<file path="config.mk">
export PLATFORM = sky130hd
export DESIGN_NAME = mod_addsub_serial
export DESIGN_NICKNAME = d
export VERILOG_FILES = /design/src/rtl/mod_addsub_serial.sv
export SDC_FILE = /design/constraint.sdc
export NUM_CORES = 1
export LEC_CHECK = 0
export CAP_MARGIN = 20
export CORE_MARGIN = 5
export CORE_UTILIZATION = 58
export DETAILED_ROUTE_END_ITERATION = 6
export GPL_TIMING_DRIVEN = 0
export PLACE_DENSITY = 0.75
export SYNTH_ARGS = -nofsm -noshare
export SYNTH_HDL_FRONTEND = slang
export SYNTH_SLANG_ARGS = --single-unit
</file>
<file path="constraint.sdc">
create_clock -name clk -period 5.73 [get_ports clk]
set_input_delay 1.146 -clock clk [delete_from_list [all_inputs] [get_ports clk]]
set_output_delay 1.146 -clock clk [all_outputs]
set_load 0.03 [all_outputs]
</file>
<file path="src/rtl/mod_addsub_serial.sv">
// Word-serial modular adder/subtractor: streams (A+B) mod P or (A-B) mod P
// one W-bit word per cycle, computing both candidate results in parallel chains.
module mod_addsub_serial #(
   parameter int W = 16,
   parameter int N = 4
) (
   input  logic         clk,
   input  logic         rst,
   input  logic         load_a,
   input  logic         load_b,
   input  logic         load_p,
   input  logic [W-1:0] datain,
   input  logic         start,
   input  logic         mode,
   input  logic         out_rd,
   output logic         busy,
   output logic         done,
   output logic         result_flag,
   output logic [W-1:0] dataout,
   output logic         out_valid
);

   localparam int CW = (N > 1) ? $clog2(N) : 1;

   typedef enum logic [1:0] {IDLE, RUN, SEL} state_t;

   state_t state_reg, state_next;

   logic [W-1:0] a_mem  [N];
   logic [W-1:0] b_mem  [N];
   logic [W-1:0] p_mem  [N];
   logic [W-1:0] s0_mem [N];
   logic [W-1:0] s1_mem [N];

   logic [CW-1:0] ptr_a_reg, ptr_b_reg, ptr_p_reg, k_reg, rd_ptr_reg;
   logic          cy0_reg, cy1_reg, mode_reg;
   logic          busy_reg, done_reg, flag_reg, out_valid_reg;
   logic [W-1:0]  dataout_reg;

   logic [W:0]    s0_wide, s1_wide;
   logic          sel;
   logic          idle_load;

   function automatic logic [CW-1:0] ptr_inc(input logic [CW-1:0] p);
      return (p == CW'(N - 1)) ? '0 : p + CW'(1);
   endfunction

   always_comb begin
      state_next = state_reg;
      case (state_reg)
         IDLE:    if (start) state_next = RUN;
         RUN:     if (k_reg == CW'(N - 1)) state_next = SEL;
         SEL:     state_next = IDLE;
         default: state_next = IDLE;
      endcase
   end

   // Chain 0 forms A+/-B; chain 1 applies the -/+P correction to the same word
   // before it is stored, so both candidates finish together.
   always_comb begin
      s0_wide = '0;
      s1_wide = '0;
      if (!mode_reg) begin
         s0_wide = {1'b0, a_mem[k_reg]} + {1'b0, b_mem[k_reg]} + (W+1)'(cy0_reg);
         s1_wide = {1'b0, s0_wide[W-1:0]} - {1'b0, p_mem[k_reg]} - (W+1)'(cy1_reg);
      end else begin
         s0_wide = {1'b0, a_mem[k_reg]} - {1'b0, b_mem[k_reg]} - (W+1)'(cy0_reg);
         s1_wide = {1'b0, s0_wide[W-1:0]} + {1'b0, p_mem[k_reg]} + (W+1)'(cy1_reg);
      end
   end

   // Add: corrected result when A+B overflowed or A+B-P did not borrow.
   assign sel       = mode_reg ? cy0_reg : (cy0_reg | ~cy1_reg);
   assign idle_load = rst && (state_reg == IDLE) && !start;

   always_ff @(posedge clk) begin
      if (idle_load && load_a) a_mem[ptr_a_reg] <= datain;
      if (idle_load && load_b) b_mem[ptr_b_reg] <= datain;
      if (idle_load && load_p) p_mem[ptr_p_reg] <= datain;
      if (rst && state_reg == RUN) begin
         s0_mem[k_reg] <= s0_wide[W-1:0];
         s1_mem[k_reg] <= s1_wide[W-1:0];
      end
   end

   always_ff @(posedge clk or negedge rst) begin
      if (!rst) begin
         state_reg     <= IDLE;
         ptr_a_reg     <= '0;
         ptr_b_reg     <= '0;
         ptr_p_reg     <= '0;
         k_reg         <= '0;
         rd_ptr_reg    <= '0;
         cy0_reg       <= 1'b0;
         cy1_reg       <= 1'b0;
         mode_reg      <= 1'b0;
         busy_reg      <= 1'b0;
         done_reg      <= 1'b0;
         flag_reg      <= 1'b0;
         out_valid_reg <= 1'b0;
         dataout_reg   <= '0;
      end else begin
         state_reg     <= state_next;
         done_reg      <= 1'b0;
         out_valid_reg <= 1'b0;
         case (state_reg)
            IDLE: begin
               if (start) begin
                  mode_reg  <= mode;
                  ptr_a_reg <= '0;
                  ptr_b_reg <= '0;
                  ptr_p_reg <= '0;
                  k_reg     <= '0;
                  cy0_reg   <= 1'b0;
                  cy1_reg   <= 1'b0;
                  busy_reg  <= 1'b1;
               end else begin
                  if (load_a) ptr_a_reg <= ptr_inc(ptr_a_reg);
                  if (load_b) ptr_b_reg <= ptr_inc(ptr_b_reg);
                  if (load_p) ptr_p_reg <= ptr_inc(ptr_p_reg);
                  if (out_rd) begin
                     dataout_reg   <= flag_reg ? s1_mem[rd_ptr_reg] : s0_mem[rd_ptr_reg];
                     out_valid_reg <= 1'b1;
                     rd_ptr_reg    <= ptr_inc(rd_ptr_reg);
                  end
               end
            end
            RUN: begin
               cy0_reg <= s0_wide[W];
               cy1_reg <= s1_wide[W];
               k_reg   <= ptr_inc(k_reg);
            end
            SEL: begin
               flag_reg   <= sel;
               done_reg   <= 1'b1;
               busy_reg   <= 1'b0;
               rd_ptr_reg <= '0;
            end
            default: ;
         endcase
      end
   end

   assign busy        = busy_reg;
   assign done        = done_reg;
   assign result_flag = flag_reg;
   assign dataout     = dataout_reg;
   assign out_valid   = out_valid_reg;

endmodule

</file>
==> results of run 1 <==
-- worst max path at each step --
stage                     cells after the start       endpoint
final                                        18  s1_mem[3][15]
after global routing                         20  s1_mem[2][15]
after CTS                                    20  s1_mem[3][15]
after detailed placement                     21        cy1_reg
after global placement                       21        cy1_reg
after floorplan                              22  s1_mem[0][13]
-- synth_stat cells, drive strengths merged, types with 11 or more instances --
cell type | number | area, um^2
xnor2 | 33 | 289
nand2 | 62 | 233
a21oi | 56 | 280
edfxtp | 320 | 9610
ha | 103 | 1290
inv | 101 | 379
clkbuf | 26 | 97.6
and2 | 15 | 93.8
dfrtp | 35 | 876
a21o | 14 | 105
nand2b | 11 | 68.8
nor2 | 52 | 195
o21ai | 58 | 290
and3 | 11 | 68.8
mux4 | 80 | 1800
mux2i | 25 | 250
xor2 | 19 | 166
nor2b | 12 | 75.1
-- metal layers --
metal,vias up,share of wire
li1,4553,-
met1,4869,0.43
met2,226,0.50
met3,63,0.042
met4,0,0.024
met5,-,0
-- cell type report --
| class | instances | area share |
|---|---|---|
| sequential | 355 | 0.539 |
| multi-input combinational | 664 | 0.322 |
| clock buffer | 51 | 0.0518 |
| tap | 390 | 0.0251 |
| timing repair buffer | 46 | 0.0239 |
| inverter | 101 | 0.0195 |
| clock inverter | 15 | 0.00945 |
| buffer | 35 | 0.00945 |
-- worst register-to-register path: cells and delay by family (launching register included) --
family	cells	cell delay (ns)
AOI/OAI and AO/OA	5	1.07
xor gates and xnor gates	1	0.17
adders and majority gates	3	1.11
buffers and inverters	4	1.05
DFF	1	0.39
muxes	2	0.94
and+or+nand+nor	3	0.41
-- per-stage QoR --
step	area, um^2	utilization	TNS (ns)	worst slack, ns	hold slack (ns)
global route	19500	0.660	0	0.0454	0.404
finish	19500	0.660	0	0.289	0.422
global placement	18100	0.614	-12.49	-0.821	0.461
floorplan	17200	-	0	0.536	0.468
CTS	19400	0.657	0	0.00576	0.403
detailed placement	18100	0.615	-12.68	-0.776	0.469
-- cell families after synthesis --
family | after synthesis
adder cells (fa/ha/maj) | 111
AND/OR/NAND/NOR | 195
AO/OA/AOI/OAI | 199
XOR/XNOR | 52
flip-flops | 355
multiplexers | 107
buffers and inverters | 137
-- repair_timing --
| action | in CTS | in global routing |
|---|---|---|
| pin swaps | 0 | 2 |
| resized for setup | 17 | 18 |
| hold endpoints to repair | 0 | 0 |
| endpoints found under the setup margin | 29 | 21 |
==> results.md, run 1 <==
* Status: finished clean
* Cell mode on critical path: ha_1
* Non-filler cells, final at around 1.7k
* Share of cells above drive strength 1 at 0.134
* Part of the Yosys area used for sequential elements at 0.610
* Top delay family on crit path: adder cells
* Global-route wire length before repair at about 54 mm
* Setup slack, reg-to-reg at 0.29 ns
* FF+latch count, synth at 355
* Slowest CP cell: mux4_2
* Multi-input gate area at 6260 um^2
* Post-CTS Setup Inserts at 0
* Area share of fa/ha/maj cells after synthesis at 0.0843
* Total track usage at 0.209
* Setup crit end kind: flip-flop
* Mux share of post-synthesis cell area at 0.121
* Depth of the CTS H-tree at 2
* Commonest non-fill, non-tap cell in the layout: edfxtp_1
* Worst Skew at 0.0169 ns
* Post-synth ARST share at 0.0986
* Simple-Gate Fraction of Synth Area at 0.0534
* Tightest Pin Transition at 0.950 ns
* Slew Viols, Final at 0
* Post-Syn Instances at 1156
* Ys Warns at 0
* CTS tree: done
* Vias in the first global route at around 10k
* Startpoint Class: flip-flop
* Cts hold-fix bufs at 0
* FF-to-FF Start: k_reg[0]
* Grt peak-use layer: met2
* Worst Path Required at 5.95 ns
* Yosys cell types at just under 60
* Largest net degree at the start of global routing at 42
* RR Endpoint: s1_mem[3][15]
* DIE WIDTH at 182 um
* Die H at 182 um
* Final min period at 5.44 ns
* R2R cell count at 18
* Crit path from: k_reg[0]
* Die ar. at ~33000 um^2
* Remaining DRCs at 0
* Worst-skew pair later-pin latency at 0.52 ns
* TritonCTS Buffers at 37
* RSZ-0062 raised after global routing: no
* Initial antenna violation count at 0
* Crit-path max FO at 10
* Compound-gate portion of the synthesized area at 0.0755
* Row cnt at 63
* Worst path arrival time at 5.67 ns
* Max-cap violation count at 0
* Sequential cell area at 10500 um^2
* Met3 Track Usage GR at 0.0277
* Layout net count at 1375
* Wirelength per Cell at 20.7 um
* CP Cell Sequence: clkbuf_4 -> clkbuf_2 -> mux4_2 -> ha_1 -> clkbuf_1 -> inv_1 -> ha_1 -> nand3_1 -> o311a_1 -> xnor2_1 -> ha_1 -> nor2_1 -> nor2_1 -> o41ai_2 -> o21a_1 -> o21ai_0 -> mux2i_1 -> o221ai_2
* Fmax at 184 MHz
* Layout fillers at 2066
* Number of synthesized flops with an enable pin at 320
* Clock slew at the register clock pins of the worst setup and hold paths at 0.06 ns
* Min-delay worst type: primary input to async pin
* Met1 usage at 0.285
* # diodes at 0
* Final weighted congestion in routability-driven placement at 0.888
* Detailed placement HPWL at 24.3 mm
* WL final at between 30 and 40 mm
* Max stage delay on crit path at 0.58 ns
* Routed Antenna Nets at 0
* WS Path Type: flip-flop to flip-flop
* Slew margin rel. at 0.366
* Combinational family with the most area after synthesis: multiplexers
* First drt pass iteration count at 5
* Primary FF master, synth: edfxtp_1
* Mapped Area at 17200 um^2
* Final period utilization at 0.950
* Fin. Hold Viols at 0
* 1st-iter DRT viols at ~620
* CP Buf/Inv Count at 4
* Finish-stage setup viols at 0
* Clock Sinks at between 300 and 400
* Io pins at 44
* CTS Root Cell: clkbuf_16
* Core area at 29500 um^2
* Starting Density at 0.583
* Via count at 9711
* PortBufs at 43
* Placed cells at roughly 1.6k
* Total congestion overflow at 0
* Syn Nets at 1291
* XOR/XNOR share of the synthesized area at 0.0265
* Synthesis-to-finish area growth at 13.1%
* Vias per cell at 5.86
* Commonest non-fill, non-tap cells in the layout: edfxtp_1 (320), ha_1 (103), inv_1 (101)
* Clock tree buffer depth at 3
* Mean Syn Cell Area at 14.9 um^2
* M2 GR Usage at 0.358
Power of run 1 is left out: the tool's default activity adds up to more than one toggle a clock period on the data nets, which glitch-free logic cannot reach.
==> inputs of run 2 (changes only) <==
--- a/config.mk
+++ b/config.mk
@@ -6,11 +6,13 @@
 export NUM_CORES = 1
 export LEC_CHECK = 0
 export CAP_MARGIN = 20
+export CORE_ASPECT_RATIO = 1.4
 export CORE_MARGIN = 5
 export CORE_UTILIZATION = 58
+export CTS_CLUSTER_SIZE = 24
 export DETAILED_ROUTE_END_ITERATION = 6
 export GPL_TIMING_DRIVEN = 0
-export PLACE_DENSITY = 0.75
+export PLACE_DENSITY = 0.73
 export SYNTH_ARGS = -nofsm -noshare
 export SYNTH_HDL_FRONTEND = slang
 export SYNTH_SLANG_ARGS = --single-unit
==> run 2 against run 1 <==
Against the previous run:
- critical path depth did not move
- register-to-register slack barely moved
- die area rose by 0.14%
- non-clock buffer count did not move
- final cell count fell by 0.97%
- first-iteration DRC count rose by 14%
- sequential cell count did not move
- wire length rose by 1.3%
- critical endpoint is now s1_mem[0][15]
==> results.md, run 2 (synthesized netlist as in run 1, its figures left out) <==
* Sequential cell area at 10500 um^2 (unchanged)
* Commonest non-fill, non-tap cell in the layout: edfxtp_1
* Cts hold-fix bufs at 0 (unchanged)
* Slew Viols, Final at 0 (unchanged)
* Commonest non-fill, non-tap cells in the layout: edfxtp_1 (320), ha_1 (103), inv_1 (101)
* CP Cell Sequence: buf_2 -> clkbuf_4 -> mux4_2 -> ha_1 -> clkbuf_1 -> inv_1 -> ha_1 -> nand3_1 -> o311a_1 -> xnor2_1 -> ha_1 -> nor2_1 -> nor2_1 -> o41ai_2 -> o21a_1 -> o21ai_0 -> mux2i_1 -> o221ai_2
* Setup crit end kind: flip-flop
* Setup slack, reg-to-reg at 0.28 ns (about the same)
* Row cnt at 74 (+17%)
* Worst path arrival time at 5.68 ns (about the same)
* Core area at 29300 um^2 (-0.76%)
* Non-filler cells, final at 1641 (-0.97%)
* Clock slew at the register clock pins of the worst setup and hold paths at 0.07 ns (about the same)
* RR Endpoint: s1_mem[0][15]
* 1st-iter DRT viols at 705 (+14%)
* Post-CTS Setup Inserts at 0 (unchanged)
* Slowest CP cell: dfrtp_1
* RSZ-0062 raised after global routing: no
* Hold path endpoint: dataout[4]
* Status: finished clean
* Initial antenna violation count at 0 (unchanged)
* Crit path from: k_reg[1]
* Crit-path max FO at 10 (unchanged)
* R2R cell count at 18 (unchanged)
* First drt pass iteration count at 5 (unchanged)
* Total track usage at 0.216 (+0.00681)
* Clock tree buffer depth at 3 (unchanged)
* Min-delay worst type: flip-flop to flip-flop
* Layout net count at 1372 (-0.22%)
* Slew margin rel. at 0.315 (-0.0515)
* Wirelength per Cell at 21.1 um (+2.2%)
* Vias per cell at 5.82 (-0.67%)
* Cell mode on critical path: ha_1
* Met2 routed WL at 18.9 mm (+10%)
* Io pins at 44 (unchanged)
* Fin. Hold Viols at 0 (unchanged)
* Die H at 214 um (+17%)
* Metal3 WL at 1.06 mm (-27%)
* Synthesis-to-finish area growth at 12.6%
* Clock Sinks at 355 (unchanged)
* FF-to-FF Start: k_reg[1]
* Placed cells at 1581 (-0.63%)
* WHS Path Cells at 2
* Final period utilization at 0.951 (+0.00114)
* CTS tree: done
* Routed Antenna Nets at 0 (unchanged)
* Share of cells above drive strength 1 at 0.134 (-0.000155)
* # diodes at 0 (unchanged)
* DR top layer: met4
* Worst Path Required at 5.96 ns (about the same)
* Layout fillers at 2106 (+1.9%)
* WL final at 34.7 mm (+1.3%)
* Total congestion overflow at 0 (unchanged)
* WS Path Type: flip-flop to flip-flop
* Tightest Pin Transition at 1.03 ns (+0.0773 ns)
* Max stage delay on crit path at 0.59 ns (about the same)
* Finish-stage setup viols at 0 (unchanged)
* TritonCTS Buffers at 34 (-8.1%)
* CP Buf/Inv Count at 4 (unchanged)
* PortBufs at 43 (unchanged)
* Top delay family on crit path: adder cells
* HP Start: dataout[4]
* DIE WIDTH at 156 um (-15%)
* Detailed placement HPWL at 25.2 mm (+3.6%)
* Die ar. at 33200 um^2 (+0.14%)
* Met1 WL at 13.5 mm (-9.1%)
* Worst-skew pair later-pin latency at 0.53 ns (about the same)
* Max-cap violation count at 0 (unchanged)
* Vias in the first global route at 10.2k (+1.7%)
* Global-route wire length before repair at 54.9 mm (+0.99%)
* Remaining DRCs at 0 (unchanged)
* Multi-input gate area at 6290 um^2 (+0.46%)
* Starting Density at 0.588 (+0.00444)
* Fmax at 184 MHz (-0.12%)
* Final weighted congestion in routability-driven placement at 0.899 (+1.2%)
* Post-layout util at 0.662 (+0.00156)
* Depth of the CTS H-tree at 2 (unchanged)
* Largest net degree at the start of global routing at 33 (-21%)
* Startpoint Class: flip-flop
* Final min period at 5.45 ns (+0.00651 ns)
* CTS Root Cell: clkbuf_16
* Worst Skew at 0.0227 ns (+0.00577 ns)
* Via count at 9553 (-1.6%)
==> run 2: what timing repair did <==
action                     in CTS  in global routing
resized for setup              19                 22
setup endpoints to repair      29                 25
hold endpoints to repair        0                  0
pin swaps                       0                  3
==> run 2: area by class of cell <==
type                    instances  area share
flip-flops and latches        355       0.542
clock inverters                19     0.00918
clock buffers                  41      0.0464
well taps                     380      0.0246
plain buffers                  35     0.00905
multi-input cells             664       0.325
inverters                     101      0.0196
repair buffers                 46      0.0244
==> run 2: stage by stage <==
step                hold WS [ns]  setup TNS [ns]  area, um^2  setup slack [ns]
floorplan                  0.468               0       17200             0.536
global placement           0.462          -13.45       18100            -0.837
detailed placement         0.471          -15.90       18100            -0.865
CTS                        0.483               0       19300            0.0208
global route               0.505               0       19400           0.00546
finish                     0.478               0       19400             0.283
==> run 2: worst max-delay path by stage <==
| stage | to | slack, ns | cells after the start |
|---|---|---|---|
| after floorplan | s1_mem[0][13] | 0.54 | 22 |
| after global placement | cy1_reg | -0.84 | 21 |
| after detailed placement | cy1_reg | -0.87 | 21 |
| after CTS | s1_mem[3][15] | 0.02 | 21 |
| after global routing | s1_mem[3][15] | 0.005 | 18 |
| final | s1_mem[0][15] | 0.28 | 18 |
==> run 2: tightest hold or removal path, cell delays in order, from the launching register on <==
cell and delay, ns:
dfrtp_1 0.34, nand2_1 0.05, o21ai_0 0.06
==> run 2: per-layer routing <==
layer / vias up / GRT usage
met1: 4764 / 0.255
met5: - / 0
met4: 0 / 0.0828
met2: 186 / 0.401
met3: 73 / 0.0283
li1: 4530 / -
Power of run 2 is left out for the same reason.
==> inputs of run 3 (changes only) <==
--- a/config.mk
+++ b/config.mk
@@ -11,7 +11,6 @@
 export CORE_UTILIZATION = 58
 export CTS_CLUSTER_SIZE = 24
 export DETAILED_ROUTE_END_ITERATION = 6
-export GPL_TIMING_DRIVEN = 0
 export PLACE_DENSITY = 0.73
 export SYNTH_ARGS = -nofsm -noshare
 export SYNTH_HDL_FRONTEND = slang
==> run 3 against run 2 <==
Against the previous run:
- maximum frequency is 2.2% higher
- die area is the same
- final cell count fell by 0.73%
- global-route usage down 0.91 points
- critical path type unchanged
- critical endpoint is now cy1_reg
- largest cell class unchanged
==> results.md, run 3 (synthesized netlist as in run 1, its figures left out) <==
* Detailed placement HPWL at 23.4 mm (-7.2%)
* Synthesis-to-finish area growth at 11.9%
* Vias per cell at 5.84 (+0.39%)
* Total track usage at 0.206 (-0.00914)
* RR Endpoint: cy1_reg
* Fmax at 188 MHz (+2.2%)
* Global-route wire length before repair at 53.0 mm (-3.4%)
* 1st-iter DRT viols at 623 (-12%)
* Setup crit end kind: flip-flop
* Total congestion overflow at 0 (unchanged)
* Worst Path Required at 6.13 ns (+0.17 ns)
* CTS tree: done
* Commonest non-fill, non-tap cell in the layout: edfxtp_1
* WS Path Type: flip-flop to flip-flop
* FF-to-FF Start: k_reg[0]
* CTS Root Cell: clkbuf_16
* Wirelength per Cell at 20.2 um (-4.3%)
* Vias in the first global route at 9940 (-2.7%)
* R2R cell count at 19 (+1)
* Setup slack, reg-to-reg at 0.40 ns (+0.12 ns)
* # diodes at 0 (unchanged)
* Via count at 9520 (-0.35%)
* Layout fillers at 2118 (+0.57%)
* Largest net degree at the start of global routing at 46 (+39%)
* Fin. Hold Viols at 0 (unchanged)
* Initial antenna violation count at 2 (+2)
* RSZ-0062 raised after global routing: no
* Die ar. at 33200 um^2 (unchanged)
* Layout net count at 1358 (-1.0%)
* First drt pass iteration count at 5 (unchanged)
* Finish-stage setup viols at 0 (unchanged)
* Tightest Pin Transition at 1.02 ns (-0.00447 ns)
* Worst-skew pair later-pin latency at 0.53 ns (about the same)
* Commonest non-fill, non-tap cells in the layout: edfxtp_1 (320), ha_1 (103), inv_1 (101)
* Worst hold margin at 0.476 ns (-0.00202 ns)
* Worst Skew at 0.0234 ns (+0.000729 ns)
* Share of cells above drive strength 1 at 0.135 (+0.000487)
* Clock tree buffer depth at 3 (unchanged)
* Min-delay worst type: flip-flop to flip-flop
* Routed Antenna Nets at 0 (unchanged)
* Final period utilization at 0.930 (-0.0209)
* Crit path from: k_reg[0]
* Max-cap violation count at 0 (unchanged)
* Starting Density at 0.588 (unchanged)
* Slew Viols, Final at 0 (unchanged)
* Clock slew at the register clock pins of the worst setup and hold paths at 0.06 ns (about the same)
* Crit path capture: cy1_reg
* PortBufs at 43 (unchanged)
* Worst path arrival time at 5.73 ns (+0.05 ns)
* DIE WIDTH at 156 um (unchanged)
* TNS Setup at 0 ns (unchanged)
* Core area at 29300 um^2 (unchanged)
* Io pins at 44 (unchanged)
* TritonCTS Buffers at 34 (unchanged)
* Final weighted congestion in routability-driven placement at 0.834 (-7.2%)
* Final min period at 5.33 ns (-0.120 ns)
* Startpoint Class: flip-flop
* Row cnt at 74 (unchanged)
* Post-layout util at 0.658 (-0.00385)
* Slew margin rel. at 0.318 (+0.00298)
* Depth of the CTS H-tree at 2 (unchanged)
* Die H at 214 um (unchanged)
* WL final at 32.9 mm (-5.0%)
* Crit-path max FO at 12 (+2)
* Remaining DRCs at 0 (unchanged)
* Status: finished clean
* Clock Sinks at 355 (unchanged)
* Cts hold-fix bufs at 0 (unchanged)
## run 3: worst min-delay path by stage
stage / cells after the start / startpoint / to
3_5_place_dp: 2 / dataout[10] / dataout[10]
4_1_cts: 1 / rst / ptr_b_reg[0]
6_report: 2 / dataout[0] / dataout[0]
5_1_grt: 1 / rst / ptr_p_reg[1]
3_3_place_gp: 2 / dataout[10] / dataout[10]
2_1_floorplan: 1 / state_reg[1] / state_reg[0]
## run 3: metrics by stage
step / cells / setup WS, ns / area, um^2
after global placement: 1567 / 0.185 / 18100
final: 1629 / 0.403 / 19200
after CTS: 1629 / 0.132 / 19200
after detailed placement: 1567 / 0.168 / 18100
after floorplan: 1156 / 0.536 / 17200
after global routing: 1629 / 0.0588 / 19200
## run 3: per-layer routing
metal  GRT usage  routed length, um  vias to the layer above
met1       0.260              13200                     4713
met5           0                 14                        -
met3      0.0305               1330                       76
met4      0.0815               1250                        4
li1            -                  -                     4515
met2       0.364              17200                      212
## run 3: timing repair
action | CTS | global route
gates resized for setup | 0 | 2
endpoints found under the setup margin | 0 | 17
setup buffers | 0 | 0
## run 3: cell type report
cell class	instances	area [um^2]	share of cell area
tap	380	475	0.0247
clock buffer	43	916	0.0476
multi-input combinational	664	6210	0.323
clock inverter	19	168	0.00871
timing repair buffer	67	606	0.0315
sequential	355	10500	0.545
inverter	101	379	0.0197
## run 3: worst max-delay path, cell delays in order, from the launching register on
cell and delay [ns]:
dfrtp_4 0.56, mux4_2 0.53, inv_1 0.12, fa_1 0.24, fa_1 0.24, o21bai_1 0.13
a2111oi_2 0.59, nor3_1 0.10, nor4_1 0.66, a31oi_1 0.20, xnor2_1 0.17, ha_1 0.27
inv_1 0.04, ha_1 0.37, and3_1 0.21, nand2_1 0.06, o211ai_1 0.19, xor2_1 0.16
nand2_1 0.07, a32o_1 0.28
Power of run 3 is left out for the same reason.
